<file path="config.mk">
export PLATFORM = sky130hd
export DESIGN_NAME = adder_accum
export DESIGN_NICKNAME = d
export VERILOG_FILES = /design/src/rtl/adder_accum.sv
export SDC_FILE = /design/constraint.sdc
export NUM_CORES = 1
export LEC_CHECK = 0
export BUFFER_PORTS_ARGS = -buffer_cell sky130_fd_sc_hd__buf_2
export CAP_MARGIN = 20
export CORE_MARGIN = 2
export CORE_UTILIZATION = 25
export DETAILED_ROUTE_END_ITERATION = 8
export HOLD_SLACK_MARGIN = 0.15
export SYNTH_ARGS = -nofsm -noshare
export SYNTH_HDL_FRONTEND = slang
export SYNTH_SLANG_ARGS = --single-unit
</file>
<file path="constraint.sdc">
create_clock -name clk -period 2.22 [get_ports clk]
set_input_delay 0.111 -clock clk [delete_from_list [all_inputs] [get_ports clk]]
set_output_delay 0.111 -clock clk [all_outputs]
set_load 0.01 [all_outputs]
</file>
<file path="src/rtl/adder_accum.sv">
// adder_accum: multi-word accumulator wrapped around an external combinational
// `width`-bit adder. A burst of `len` unsigned words is accepted over a
// valid/ready stream; each word is summed with the running low accumulator by
// the external adder, and the adder's carry is folded into an upper count. The
// full-width total is then held on a valid/ready output until it is taken.
//
// Ports:
//   clk, rst       clock (rising edge) and asynchronous active-low reset
//   en             global enable; low freezes all state and drops in_ready
//   start, len     burst request and word count (sampled only when idle)
//   in_valid/in_ready/in_data   input word stream
//   add_a, add_b   operands to the external adder (in_data, low accumulator)
//   add_sum        adder result, width+1 bits including carry
//   out_valid/out_ready/out_sum result stream, out_sum = {acc_hi, acc_lo}
//   busy           high whenever a burst is in progress or a result is held
module adder_accum #(
  parameter int unsigned width = 16,
  parameter int unsigned len_w = 8
) (
  input  logic                   clk,
  input  logic                   rst,
  input  logic                   en,
  input  logic                   start,
  input  logic [len_w-1:0]       len,
  input  logic                   in_valid,
  output logic                   in_ready,
  input  logic [width-1:0]       in_data,
  output logic [width-1:0]       add_a,
  output logic [width-1:0]       add_b,
  input  logic [width:0]         add_sum,
  output logic                   out_valid,
  input  logic                   out_ready,
  output logic [width+len_w-1:0] out_sum,
  output logic                   busy
);

  typedef enum logic [1:0] {StIdle, StAccum, StDone} state_e;

  state_e           state_q, state_d;
  logic [width-1:0] acc_lo_q, acc_lo_d;
  logic [len_w-1:0] acc_hi_q, acc_hi_d;
  logic [len_w-1:0] remaining_q, remaining_d;
  logic             accept;

  assign add_a     = in_data;
  assign add_b     = acc_lo_q;
  assign in_ready  = en && (state_q == StAccum);
  assign accept    = in_valid && in_ready;
  assign out_valid = (state_q == StDone);
  assign busy      = (state_q != StIdle);
  assign out_sum   = {acc_hi_q, acc_lo_q};

  always_comb begin
    state_d     = state_q;
    acc_lo_d    = acc_lo_q;
    acc_hi_d    = acc_hi_q;
    remaining_d = remaining_q;
    unique case (state_q)
      StIdle: begin
        if (start && en) begin
          acc_lo_d    = '0;
          acc_hi_d    = '0;
          remaining_d = len;
          state_d     = (len == '0) ? StDone : StAccum;
        end
      end
      StAccum: begin
        if (accept) begin
          acc_lo_d    = add_sum[width-1:0];
          // Carry out of the low word counts up in the high field; cannot wrap
          // because the burst length is bounded by the same field width.
          acc_hi_d    = acc_hi_q + len_w'(add_sum[width]);
          remaining_d = remaining_q - len_w'(1);
          if (remaining_q == len_w'(1)) begin
            state_d = StDone;
          end
        end
      end
      StDone: begin
        if (out_ready && en) begin
          state_d = StIdle;
        end
      end
      default: state_d = StIdle;
    endcase
  end

  always_ff @(posedge clk or negedge rst) begin
    if (!rst) begin
      state_q     <= StIdle;
      acc_lo_q    <= '0;
      acc_hi_q    <= '0;
      remaining_q <= '0;
    end else begin
      state_q     <= state_d;
      acc_lo_q    <= acc_lo_d;
      acc_hi_q    <= acc_hi_d;
      remaining_q <= remaining_d;
    end
  end

endmodule

</file>
; ---- Yosys cells after proc, flatten, opt, wreduce, memory -nomap -nowiden
; Index checks and enable logic that the tools add are counted.
; Widths: inputs -> output; s select.
[totals]
ff_bits = 34
output_inout_bits = 59
word_cells = 38
[classes]
add_sub_neg = 2
n_eq_ne = 7
muxes = 15
reduce_logical = 10
[ops]
columns = cell, n
row1 = $mux 16, 2
row2 = $mux 8, 4
row3 = $pmux 16 s2, 1
row4 = $pmux 8 s2, 2
row5 = $mux 2, 5
row6 = $add 8x1->8, 1
row7 = $eq 8x1->1 const B, 1
row8 = $logic_not 8->1, 1
row9 = $sub 8x1->8 const B, 1
row10 = $pmux 2 s3, 1
row11 = $logic_and 1x1->1, 4
row12 = $ne 2x1->1 const B, 2
row13 = $ne 2x2->1 const B, 2
row14 = $reduce_and 4->1, 1
row15 = $reduce_bool 2->1, 2
row16 = $reduce_and 3->1, 1
row17 = $eq 2x1->1 const B, 1
row18 = $eq 2x2->1 const B, 1
row19 = $logic_not 2->1, 1

; ---- Logic depth before layout (Yosys ltp)
[logic_depth]
depth_word = 5
depth_mapped = 7
depth_no_buf = 6

; ---- Least setup slack after synthesis
; Ideal clock, no wire load.
[synth_timing]
kind = reg2reg
startpoint = register remaining_q[0]
endpoint = register remaining_q[6]
setup_time_ns = 0.121
t_arrival_ns = 1.475
required_ns = 2.099
setup_slack_ns = 0.624
stages_incl_launch_ff = 7
path_buffers = 0
period_less_slack_ns = 1.596
path_cell_list = dfrtp_1 > inv_1 > ha_1 > or3b_2 > nor2_1 > a31oi_1 > o22a_1
[synth_between]
elab_chain_cells = 3
[synth_lines]
columns = element, line_no
row1 = from (decl), 42  ; logic [len_w-1:0] remaining_q, remaining_d;
row2 = from (signal assigned), 98  ; remaining_q <= remaining_d;
row3 = $sub 8x1->8, 73  ; remaining_d = remaining_q - len_w'(1);
row4 = $mux 8, 68  ; if (accept) begin
row5 = $pmux 8 s2, 58  ; unique case (state_q)
; No other way between the ends. The select of a mux whose other input is x is not followed.
; A chain may end at the register's enable or synchronous reset.

; ---- Worst setup path after layout
; Same ends and word-level chain as after synthesis.

==> results.json <==
{
  "synth-seq-cells": 34,
  "slowest_delay_ps": 470,
  "fin_nets": 310,
  "place_hpwl_um": 3300,
  "wl_um": 4687,
  "drc": 0,
  "netlist_area_um2": 1961,
  "start_kind": "register",
  "post_drt_wl_per_cell_um": 12.95,
  "grtUsageTotal": 0.1118,
  "cts_tree": "done",
  "io_buffers": 73,
  "viasPerCell": 4.456,
  "post-place-ws_ps": 494.9,
  "tns_ps": 0,
  "drtPass1Iterations": 4,
  "area_delta_synth_final_pct": 26.29,
  "synth-compound-area-share": 0.1595,
  "synth_top_family_by_area": "buffers and inverters",
  "slew_viol_final": 0,
  "total_power_mw": 2.189,
  "cts_buffer_depth": 2,
  "io_pins": 106,
  "status": "complete, no violations",
  "h-tree-depth": 2,
  "tightest_slew_ps": 780.0,
  "gp_congestion": 0.8733,
  "reg2reg_slack_ps": 490,
  "period_needed_ps": 1726,
  "crit_type": "register to register",
  "fin_util": 0.3238,
  "critical-path-slowest-cell": "or3b_2",
  "synthTopCellsByArea": "dfrtp_1, buf_4, a22o_1, nor2_1, buf_6",
  "yosys.cell_types.count": 39,
  "cts.clk_slew.worst_paths_ps": 70,
  "synth_most_common_cell": "dfrtp_1",
  "cellPowerDensity_nw_per_um2": 884.0,
  "ant_nets": 0,
  "core-area_um2": 7647,
  "postSynth.asyncResetShare": 1.000,
  "fmax_mhz": 579.5,
  "dp.cells": 332,
  "cp.required_ps": 2400,
  "grt_pass1_vias": 1541,
  "synth_simple_gate_area_frac": 0.1698,
  "slew_headroom": 0.4800,
  "synth.avg_cell_area_um2": 10.11,
  "endpoint_kind": "register",
  "insertedDiodeCount": 0,
  "synth_fp_nets": 245,
  "synthMuxAreaShare": 0.01021,
  "final_cells": 362,
  "die_area_um2": 8567,
  "die_h_um": 92.56,
  "drive_gt1_frac": 0.3538,
  "grt_max_degree": 35,
  "synthAdderAreaFrac": 0.02553,
  "ir_drop_mv": 0.2322,
  "grt_setup_unrepaired": "no",
  "dominantRegCellSynth": "dfrtp_1",
  "synth-xor-area-share": 0.02680,
  "synthTopCellsByCount": "dfrtp_1, buf_4, a22o_1, nor2_1, a21oi_1",
  "synthCells": 194,
  "worstPathMaxFanout": 6,
  "path_buf_inv": 1,
  "ys_seq_area_frac": 0.4340,
  "p_leak_nw": 1.199,
  "setup_viol": 0,
  "grt.overflow.total": 0,
  "yosysTopAreaCell": "dfrtp_1",
  "clock_skew_ps": 2.936,
  "holdCritPathClass": "primary input to register",
  "fin_crit_sh": 0.7773,
  "insertion_delay_ps": 280,
  "antenna_found_initial": 0,
  "die_x_um": 92.56,
  "maxCapViolCount": 0,
  "rows": 32,
  "synth_top_area_frac": 0.4340,
  "fin_area_um2": 2476,
  "dr_total_vias": 1613,
  "synth_edf_count": 0,
  "whs_ps": 163.9,
  "cp_top_family": "simple AND/OR/NAND/NOR gates",
  "tritoncts.num_buffers": 5,
  "synth_warnings": 0,
  "grt_first_pass_wirelength_um": 7555,
  "timing.final.ws_setup_ps": 494.3,
  "root_buffer": "clkbuf_8",
  "crit_path_cell_trace": "inv_1 -> ha_1 -> or3b_2 -> nor2_1 -> a31oi_1 -> o22a_1",
  "dpl_cell_area_um2": 2165,
  "start_util": 0.2564,
  "initialDrtViolationCount": 41,
  "crit_arrival_ps": 1900,
  "hold_viol": 0,
  "cts.sinks": 34
}
layer usage:
| metal | wire length, um | global-route usage |
|---|---|---|
| met1 | 2067 | 0.1486 |
| met2 | 2240 | 0.1709 |
| met3 | 316 | 0.03743 |
| met4 | 63 | 0.03607 |
| met5 | 0 | 0 |
worst paths after layout:
check | depth (start not counted) | startpoint | endpoint
max | 6 | remaining_q[0] | remaining_q[6]
min | 3 | len[3] | remaining_q[3]
max reg2reg | 6 | remaining_q[0] | remaining_q[6]
min reg2reg | 1 | add_b[3] | add_b[3]
max in group asynchronous | 2 | rst | add_b[1]
min in group asynchronous | 2 | rst | remaining_q[5]
layout make-up:
class | instances | area (um2)
fill | 798 | 5171
sequential | 34 | 850.8
multi-input combinational | 113 | 768.2
timing repair buffer | 99 | 615.6
tap | 102 | 127.6
clock buffer | 7 | 86.33
inverter | 6 | 22.52
clock inverter | 1 | 5.005
power breakdown:
| part | leakage [nW] | switching (mW) | internal [mW] |
|---|---|---|---|
| Clock | 0.0482 | 0.229 | 0.250 |
| Sequential | 0.425 | 0.166 | 0.780 |
| Combinational | 0.726 | 0.388 | 0.376 |
| Total | 1.20 | 0.783 | 1.41 |
repair_timing:
action	in CTS	in global routing
hold endpoints to repair	55	0
resized for setup	0	0
hold buffers	22	0
buffers inserted	0	0
tightest hold or removal path, cell delays in order:
cell and delay [ps]:
buf_2 90, o22ai_1 70, a21oi_1 130
layout by cell type, fill, tap and decap left out, drive strengths merged, types with 2 or more instances in the layout:
master       instances
ha                   4
nor2                17
nor3                 5
and3                 2
inv                  6
nand2                7
nor2b                3
nand4                2
mux2i                2
nor4b                2
nor4                 6
a21oi               10
o22ai                3
nand2b               2
dfrtp               34
or2                  2
buf                 77
nand3                6
a31oi                2
dlygate4sd3         22
xnor2                6
o21ai                3
clkbuf               7
a22o                20
sequential cells by signal, summed over array words and instances (netlist names):
name and count:
state_q 2, remaining_q 8, add_b 16, acc_hi_q 8
logic make-up (layout without fill, tap and decap cells):
kind of cell | after synthesis | count (layout)
flops | 34 | 34
simple gates | 58 | 58
mux | 2 | 2
xor+xnor | 6 | 6
buf+inv | 47 | 113
fa+ha+maj | 4 | 4
compound gates | 43 | 43
No activity file was read; power rests on OpenSTA's default activity.
